===== src/rtl/byte_serializer.sv =====
`default_nettype none
// ============================================================================
// Module      : byte_serializer
// Description : Parallel-in / serial-out stage with a valid/ready input.
//               Emits each accepted word LSB-first, one bit per clock, and
//               inserts an optional number of idle cycles after every word.
//               A one-cycle byte_done strobe marks the last bit of a word.
// Revision    : 1.0 - initial release
// ============================================================================
module byte_serializer #(
    parameter int W   = 8,
    parameter int GAP = 0
) (
    input  logic         clock,
    input  logic         r,
    input  logic [W-1:0] din,
    input  logic         din_valid,
    output logic         din_ready,
    output logic         so,
    output logic         so_valid,
    output logic         byte_done
);

    // Bit counter only needs to reach W-1; gap counter must hold GAP.
    // GAP==0 never uses the gap counter, but it keeps a legal 1-bit width.
    localparam int CW = $clog2(W);
    localparam int GW = (GAP > 0) ? $clog2(GAP + 1) : 1;

    localparam logic [CW-1:0] c_CNT_LAST = CW'(W - 1);
    localparam logic [CW-1:0] c_CNT_ONE  = CW'(1);
    localparam logic [GW-1:0] c_GAP_LOAD = GW'(GAP);
    localparam logic [GW-1:0] c_GAP_ONE  = GW'(1);

    localparam logic [1:0] c_S_IDLE  = 2'd0;
    localparam logic [1:0] c_S_SHIFT = 2'd1;
    localparam logic [1:0] c_S_GAP   = 2'd2;

    logic [1:0]    r_state;
    logic [1:0]    w_state_nxt;
    logic [W-1:0]  r_sr;
    logic [CW-1:0] r_cnt;
    logic [GW-1:0] r_gap;

    logic w_last;
    logic w_ready;
    logic w_accept;

    // Final bit of the word in flight is on the output this cycle.
    assign w_last   = (r_state == c_S_SHIFT) && (r_cnt == c_CNT_LAST);
    // Ready depends only on registered state and reset, never on din/din_valid.
    assign w_ready  = !r && ((r_state == c_S_IDLE) || ((GAP == 0) && w_last));
    assign w_accept = din_valid && w_ready;

    // State register: reset returns to idle, otherwise follow next-state logic.
    always_ff @(posedge clock) begin
        if (r) begin
            r_state <= c_S_IDLE;
        end else begin
            r_state <= w_state_nxt;
        end
    end

    // Next-state decode: word start, end of word (gap or stream) and gap end.
    always_comb begin
        w_state_nxt = r_state;
        case (r_state)
            c_S_IDLE: begin
                if (w_accept) begin
                    w_state_nxt = c_S_SHIFT;
                end
            end
            c_S_SHIFT: begin
                if (w_last) begin
                    if (GAP > 0) begin
                        w_state_nxt = c_S_GAP;
                    end else if (w_accept) begin
                        w_state_nxt = c_S_SHIFT;
                    end else begin
                        w_state_nxt = c_S_IDLE;
                    end
                end
            end
            c_S_GAP: begin
                if (r_gap <= c_GAP_ONE) begin
                    w_state_nxt = c_S_IDLE;
                end
            end
            default: begin
                w_state_nxt = c_S_IDLE;
            end
        endcase
    end

    // Datapath: load on acceptance, shift right with zero fill while shifting,
    // and run the gap counter down between words.
    always_ff @(posedge clock) begin
        if (r) begin
            r_sr  <= '0;
            r_cnt <= '0;
            r_gap <= '0;
        end else begin
            if (w_accept) begin
                r_sr  <= din;
                r_cnt <= '0;
            end else if (r_state == c_S_SHIFT) begin
                r_sr <= r_sr >> 1;
                // Hold at W-1 so the counter never wraps for power-of-two W.
                if (!w_last) begin
                    r_cnt <= r_cnt + c_CNT_ONE;
                end
            end

            if (w_last && (GAP > 0)) begin
                r_gap <= c_GAP_LOAD;
            end else if ((r_state == c_S_GAP) && (r_gap != '0)) begin
                r_gap <= r_gap - c_GAP_ONE;
            end
        end
    end

    // Output decode from registered state only.
    always_comb begin
        so        = 1'b0;
        so_valid  = 1'b0;
        byte_done = 1'b0;
        din_ready = w_ready;
        if (r_state == c_S_SHIFT) begin
            so        = r_sr[0];
            so_valid  = 1'b1;
            byte_done = w_last;
        end
    end

endmodule
`default_nettype wire


===== config.mk =====
export PLATFORM = sky130hd
export DESIGN_NAME = byte_serializer
export DESIGN_NICKNAME = d
export VERILOG_FILES = /design/src/rtl/byte_serializer.sv
export SDC_FILE = /design/constraint.sdc
export NUM_CORES = 1
export LEC_CHECK = 0
export ABC_CLOCK_PERIOD_IN_PS = 3970
export CORE_AREA = 2 2 39 41
export DETAILED_ROUTE_END_ITERATION = 16
export DIE_AREA = 0 0 41 43
export PLACE_DENSITY = 0.74
export SYNTH_ARGS = -nofsm -noshare
export SYNTH_HDL_FRONTEND = slang
export SYNTH_SLANG_ARGS = --single-unit

===== constraint.sdc =====
create_clock -name clock -period 3.97 [get_ports clock]
set_clock_uncertainty 0.15 [all_clocks]
set_input_delay 0.5955 -clock clock [delete_from_list [all_inputs] [get_ports clock]]
set_output_delay 0.5955 -clock clock [all_outputs]
set_load 0.01 [all_outputs]

==> results of run 1 <==
sequential cells by signal, indices dropped and copies added, names as in the netlist:
signal   count
r_sr         8
r_state      1
r_cnt        3
Yosys cell counts:
cell | count | share of area [%]
sky130_fd_sc_hd__a21oi_1 | 3 | 2.5
sky130_fd_sc_hd__a221oi_1 | 7 | 10
sky130_fd_sc_hd__and2_1 | 2 | 2.1
sky130_fd_sc_hd__buf_4 | 2 | 2.5
sky130_fd_sc_hd__buf_6 | 1 | 1.9
sky130_fd_sc_hd__clkbuf_1 | 1 | 0.63
sky130_fd_sc_hd__dfxtp_1 | 12 | 41
sky130_fd_sc_hd__ha_1 | 2 | 4.2
sky130_fd_sc_hd__mux2i_1 | 8 | 14
sky130_fd_sc_hd__nand2_1 | 2 | 1.3
sky130_fd_sc_hd__nand2_2 | 1 | 1.1
sky130_fd_sc_hd__nand2b_1 | 2 | 2.1
sky130_fd_sc_hd__nand3_1 | 1 | 0.84
sky130_fd_sc_hd__nand3b_1 | 3 | 3.8
sky130_fd_sc_hd__nor2_1 | 4 | 2.5
sky130_fd_sc_hd__nor2b_1 | 7 | 7.4
sky130_fd_sc_hd__nor2b_2 | 1 | 1.5
sky130_fd_sc_hd__o21a_1 | 1 | 1.3
cells in the final DEF (no fill, tap or decap):
master                            instances
sky130_fd_sc_hd__nor2b_1                  7
sky130_fd_sc_hd__clkdlybuf4s50_1         14
sky130_fd_sc_hd__nand2b_1                 2
sky130_fd_sc_hd__nand3_1                  1
sky130_fd_sc_hd__nand2_1                  2
sky130_fd_sc_hd__o21a_1                   1
sky130_fd_sc_hd__and2_1                   2
sky130_fd_sc_hd__a21oi_1                  3
sky130_fd_sc_hd__nand2_2                  1
sky130_fd_sc_hd__mux2i_1                  8
sky130_fd_sc_hd__nand3b_1                 3
sky130_fd_sc_hd__nor2_1                   4
sky130_fd_sc_hd__dfxtp_1                 12
sky130_fd_sc_hd__ha_1                     2
sky130_fd_sc_hd__a221oi_1                 7
sky130_fd_sc_hd__nor2b_2                  1
sky130_fd_sc_hd__clkbuf_4                 3
metal layers:
metal  routed length (um)  GRT usage [%]  share of wire [%]  vias up
met5                    0              0                  0        -
met3                   75           3.66                7.2        2
met2                  477           17.5                 46       13
met1                  482           18.8                 46      214
li1                     -              -                  -      243
met4                    9           8.00               0.86        0
area by class of cell:
cell class	count	area [um2]
Fill cell	124	638
Timing Repair Buffer	14	140
Tap cell	16	20.0
Clock buffer	3	22.5
Sequential cell	12	240
Multi-Input combinational cell	44	323
how the worst min path moves through the flow:
| stage | start | end | slack, ns |
|---|---|---|---|
| after floorplan | r_cnt[1] | r_cnt[1] | 0.32 |
| after global placement | r_cnt[2] | r_cnt[2] | 0.33 |
| after detailed placement | r_cnt[2] | r_cnt[2] | 0.34 |
| after CTS | r_cnt[2] | r_cnt[2] | 0.36 |
| after global routing | r_cnt[1] | r_cnt[1] | 0.38 |
| final | r_cnt[1] | r_cnt[1] | 0.35 |
cell families (layout without fill, tap and decap cells):
logic type	after synthesis	in the layout	synth area share, %
buffers and inverters	4	17	5.06
flip-flops	12	12	40.5
adder cells (fa/ha/maj)	2	2	4.22
AO/OA/AOI/OAI	11	11	14.1
multiplexers	8	8	13.5
AND/OR/NAND/NOR	23	23	22.6
per-stage QoR:
step	instances	worst slack (ns)	total power (uW)
after global routing	89	1.18	260
final	89	1.28	248
after CTS	89	1.27	252
after floorplan	60	2.26	165
after global placement	86	1.28	180
after detailed placement	86	1.29	181
critical path, delay by kind of cell:
family                 cells  cell delay, ns
buffers and inverters      2            1.16
and+or+nand+nor            1            0.18
power breakdown:
| group | switching (uW) | leakage (uW) | internal, uW |
|---|---|---|---|
| Combinational | 16.4 | 0.000172 | 25.3 |
| Clock | 35.8 | 0.0000138 | 35.0 |
| Sequential | 6.85 | 0.0000990 | 129 |
==> run summary, run 1 <==
The run finished with clean final reports. Counting every sink on the clock net gives 12. The logs give 60 for the number of standard cells after synthesis and 15 for the I/O pin total. The number of buffers inserted during clock tree synthesis was 3; the maximum number of pins on one net before global-route repair was 15. The hold violation total from the final report is 0, and the vias after detailed routing is 472.

The routed length per placed instance came out at 11.7 um. Tracing the worst setup path back leads to its startpoint at r. The min-delay analysis places its worst path in the category reg -> reg. The hold buffer count at CTS came out at 0. The endpoint identified for the worst register-to-register timing path is r_sr[5].

The number of gates resized after CTS was 0. The number of H-tree levels came out at 1. The number of antenna violations at the first check in global routing is 0, and the data arrival at the endpoint of the critical path is 1.94 ns.

The tools report the reg-to-reg critical path startpoint as r_cnt[0]. The height of the chip was 43 um. Setup repair after global routing left no endpoint under its margin. The insertion delay to the later sink of the worst-skew pair came out at 0.26 ns.

The worst setup path is of the in -> out kind. The count of input and output buffers came out at 14. In this run the clock root is driven by a sky130_fd_sc_hd__clkbuf_4. The largest individual stage delay along the critical path comes from the cell sky130_fd_sc_hd__clkdlybuf4s50_1. The number of iterations in the first detailed-routing pass is 4, and the data required time at the worst endpoint is 3.22 ns.

The synthesized netlist occupies a cell area of 593 um2. Of the synthesized area, sequential elements account for 40.5%. Count of max-cap constraint violations: 0.

The area added between synthesis and finish was 25.7%; the count of distinct cell types in the synthesized netlist was 18. Setup violations remaining at the end of the flow were counted as 0. The logs give 0.000285 uW for the standby leakage power and 2.17 ns for the minimum setup slack among reg-to-reg paths. The area of all placed cells without fillers came out at 746 um2. The synthesized netlist net count was 73; the clock slew seen by the registers of the worst setup and hold paths was 0.06 ns. The wire length of the first global-routing pass is 1.61 mm. The peak ir drop on the vdd network is 179 uV. A synthesized cell averages 9.88 um2. The number of instances on the worst hold path is 2. For this run the aggregate overflow at the end of global routing stands at 0.

At the end of the flow the core is filled with cells to 53.9%. Element type at the critical path start: a primary input. The number of buffers on the longest clock path was 2; the via count of the first global-routing pass was 389.

At the end of the flow, the number of nets in the layout was 88. The power per standard cell area works out to 333 nW/um2. The post-route minimum period came out at 2.69 ns. The slew at the pin closest to its max-slew limit came out at 0.551 ns. In this run the remaining antenna-violating nets after routing total 0. The final period utilization was 67.8%; the overall routed net length was 1.04 mm. The number of pins with negative max-slew slack in the final report is 0, and the delay of the slowest cell on the worst path is 0.62 ns.

STA classifies the critical path endpoint as an output pin. Routability-driven placement finished with a final weighted congestion of 0.654. The number of cells on the worst reg-to-reg path is 5.

The run gives 0.352 ns as the worst hold slack across all endpoints. The number of rows created at floorplan was 14. Traced cell by cell, the critical path runs through clkdlybuf4s50_1, nor2_1, clkdlybuf4s50_1. After routing, the total negative slack on setup checks comes to 0 ns.

The tools report the endpoint of the most critical setup path as din_ready. The share of final-layout standard cells stronger than drive strength 1 is 6.85%. The logs give 0 for the number of design rule violations left after detail routing and 723 um2 for the cell area reported after detailed placement. The core region is 1380 um2. The effective utilization at floorplan is 42.9%, and the number of design-rule violations left by the first detailed-router iteration is 4. The worst pin sits at a relative slew slack of 63.2%. Counting stages on the worst path, the most repeated cell is sky130_fd_sc_hd__clkdlybuf4s50_1.

The via density per instance was 5.30; the maximum clock rate was 0.372 GHz. The tools report the total of warnings raised by yosys as 0. In the global route stage, overall resource usage came out at 13.3%. TritonCTS built the clock tree.

Once the clock tree was built, the setup fixing pass inserted 0 buffers. The die covers 1760 um2. The width of the die is 41 um.

The total inserted antenna cells was 0. In this run the worst path has a maximum fanout of 13. After synthesis the netlist holds a flip-flop and latch count of 12.
Note: power is estimated with default switching activity, not from simulation.
==> inputs of run 2 (changes only) <==
ABC_CLOCK_PERIOD_IN_PS = 2350   (was 3970)
CORE_AREA = unset   (was 2 2 39 41)
CORE_UTILIZATION = 41   (was unset)
DIE_AREA = unset   (was 0 0 41 43)
PLACE_DENSITY = 0.71   (was 0.74)
clock period = 2.35 ns   (was 3.97 ns; I/O delays follow)
==> run summary, run 2 (synthesized netlist as in run 1, its figures left out) <==
The flow ran to the end, and the final reports show no timing, DRC or antenna violations. The tools report the number of design rule violations left after detail routing as 0 (unchanged). The run gives 1.84 mm (+15%) as the wire length of the first global-routing pass. The power per standard cell area works out to 613 nW/um2 (+84%).

The width of the die was 40.0 um (-2.4%); the share of total power in the clock network was 36.0% (+7.5 points). The area growth from synthesis to layout is 30.4%. The run gives 28.2% (+11 points) as the met2 usage. The final standard cell count with taps included and fillers excluded is 91 (+2.2%). The portion of total power attributed to sequential cells was 47.8% (-6.9 points); the count of instances resized after the clock tree is built was 0 (unchanged). Element type at the critical path start: a register. The logs give 0.348 ns (-0.00446 ns) for the worst hold slack across all endpoints and 21.8% (+3.1 points) for the global-route track usage on met1. The I/O pin total was 15 (unchanged); the flip-flop count of the largest register, all copies and words added was 8 (unchanged). The tools report the die outline area as 1600 um2 (-9.1%). The run gives 117 uW (+99%) as the switching power of the nets.

The tools report the overall routed net length as 1.16 mm (+11%). Worst-case setup slack after placement: 0.391 ns (-0.900 ns). The run gives 2 (unchanged) as the number of buffers on the longest clock path.

The maximum number of pins on one net before global-route repair is 15 (unchanged). TritonCTS built the clock tree. For the total negative slack for setup checks, the log shows 0 ns (unchanged).

Least setup slack across all paths after layout: 0.0679 ns (-1.21 ns). More flip-flops sit in one register than any other, and that register is r_sr. The tools report the number of antenna violations at the first check in global routing as 0 (unchanged).

The minimum setup slack among reg-to-reg paths was 0.52 ns (-1.65 ns); the vias after detailed routing was 482 (+2.1%). Effective utilization at floorplan: 45.0% (+2.2 points). Number of H-tree levels: 1 (unchanged). The path type of the worst min-delay path is reg -> reg. The number of nets with antenna violations after detailed routing was 0 (unchanged); the via count of the first global-routing pass was 425 (+9.3%). The fraction of power spent switching nets was 24.7% (+0.97 points).

The largest registers in the layout are r_sr: 8 flops, r_cnt: 3 flops, r_state: 1 flops. The routed length per placed instance was 12.7 um (+8.8%); the final setup violation count was 0 (unchanged). The count of input and output buffers came out at 14 (unchanged). Number of buffers inserted during clock tree synthesis: 3 (unchanged).

The run gives 313 uV (+74%) as the peak ir drop on the vdd network. The total setup buffers inserted after CTS was 0 (unchanged); the worst slew margin relative to its limit was 70.6% (+7.4 points). Most heavily used metal layer in global routing: met2. The tools report the data required time at the worst endpoint as 1.85 ns (-1.37 ns). The clock slew seen by the registers of the worst setup and hold paths is 0.08 ns (+0.02 ns), and the internal power summed over all cells is 357 uW (+89%). The run gives 5.00% (+1.3 points) as the met3 demand-to-capacity share in global routing. The via density per instance is 5.30 (-0.13%).

Post-route minimum period: 2.28 ns. In the layout the commonest cells are sky130_fd_sc_hd__clkdlybuf4s50_1 (14), sky130_fd_sc_hd__dfxtp_1 (12), sky130_fd_sc_hd__mux2i_1 (8), sky130_fd_sc_hd__nor2b_1 (7), sky130_fd_sc_hd__a221oi_1 (7). CTS placed an instance of sky130_fd_sc_hd__clkbuf_4 at the clock tree root.

Setup repair after global routing left no endpoint under its margin. The slew at the pin closest to its max-slew limit is 0.440 ns (-0.111 ns), and the maximum fanout along the worst path is 5 (-8). Total congestion overflow: 0 (unchanged).

The tools report the total core area as 1320 um2 (-4.8%). The total routing resource utilization after global routing was 17.7% (+4.3 points). The standby leakage power is 0.000302 uW (+6.0%), and the final period utilization is 97.1%.

Count of max-cap constraint violations: 0 (unchanged). Type of the worst setup path: reg -> out. The HPWL after detailed placement is 829 um. The logs give 12 (unchanged) for the sink count of the clock tree and 0 (unchanged) for the number of pins with negative max-slew slack in the final report.

Hold violation total from the final report: 0 (unchanged). The multi-input combinational cell area came out at 323 um2 (unchanged). Share of final-layout standard cells stronger than drive strength 1: 10.5% (+3.7 points). The commonest non-fill, non-tap cell in the layout was sky130_fd_sc_hd__clkdlybuf4s50_1. Endpoint class of the critical path: an output pin. The run gives 118 (-4.8%) as the number of filler instances in the final layout.

The tools report the number of design-rule violations left by the first detailed-router iteration as 6 (+2). The area of all placed cells without fillers was 773 um2 (+3.7%); the final weighted congestion in routability-driven placement was 0.686 (+5.0%). The layout net count is 90 (+2.3%). The number of placed instances with taps included is 87 (+1.2%), and the power share of the combinational group is 16.2% (-0.6 points). The maximum clock rate was 0.438 GHz; the data arrival at the endpoint of the critical path was 1.78 ns (-0.16 ns). The hold buffer count at CTS is 0 (unchanged).

Number of rows created at floorplan: 13 (-1). The number of iterations in the first detailed-routing pass is 2 (-2). The cell area reported after detailed placement is 737 um2 (+1.9%), and the area occupied by registers is 240 um2 (unchanged). The insertion delay to the later sink of the worst-skew pair was 0.28 ns (+0.02 ns); the total inserted antenna cells was 0 (unchanged). The height of the chip is 40.0 um (-6.9%).
[run 2: path summary, 6_finish.rpt]
kind,startpoint,to,cells after the start
min,r_cnt[1],r_cnt[1],2
max reg2reg,r_cnt[0],r_sr[2],5
min reg2reg,r_cnt[1],r_cnt[1],2
max,r_cnt[0],din_ready,5
[run 2: critical path: stages (launching register included)]
cell and delay (ns):
sky130_fd_sc_hd__dfxtp_1 0.33, sky130_fd_sc_hd__ha_1 0.20, sky130_fd_sc_hd__ha_1 0.22, sky130_fd_sc_hd__nor2b_2 0.21, sky130_fd_sc_hd__nor2_1 0.07, sky130_fd_sc_hd__clkdlybuf4s50_1 0.48
[run 2: area by class of cell]
type	count	share of cell area [%]
clock buffers	4	4.69
multi-input cells	44	41.7
flip-flops and latches	12	31.1
well taps	15	2.43
repair buffers	16	20.1
[run 2: routing by layer]
layer / routed length [um] / part of all wire (%)
met1: 555 / 48
met2: 526 / 45
met3: 57 / 4.9
met4: 20 / 1.7
met5: 0 / 0
[run 2: power groups by stage]
stage / Combinational, uW / Clock, uW / Sequential (uW)
finish: 77.0 / 171 / 227
global route: 84.9 / 182 / 229
CTS: 78.0 / 173 / 227
detailed placement: 77.8 / 0 / 232
global placement: 76.7 / 0 / 231
floorplan: 49.1 / 0 / 229
[run 2: stage by stage]
step	util, %	power, uW
6_report	58.7	474
5_1_grt	58.7	496
4_1_cts	58.7	478
3_5_place_dp	55.9	309
3_3_place_gp	55.9	308
2_1_floorplan	-	278
==> inputs of run 3 (changes only) <==
SKIP_LAST_GASP = 1   (was unset)
==> results of run 3 <==
The final DEF is identical to that of run 2; final timing and power are the same.
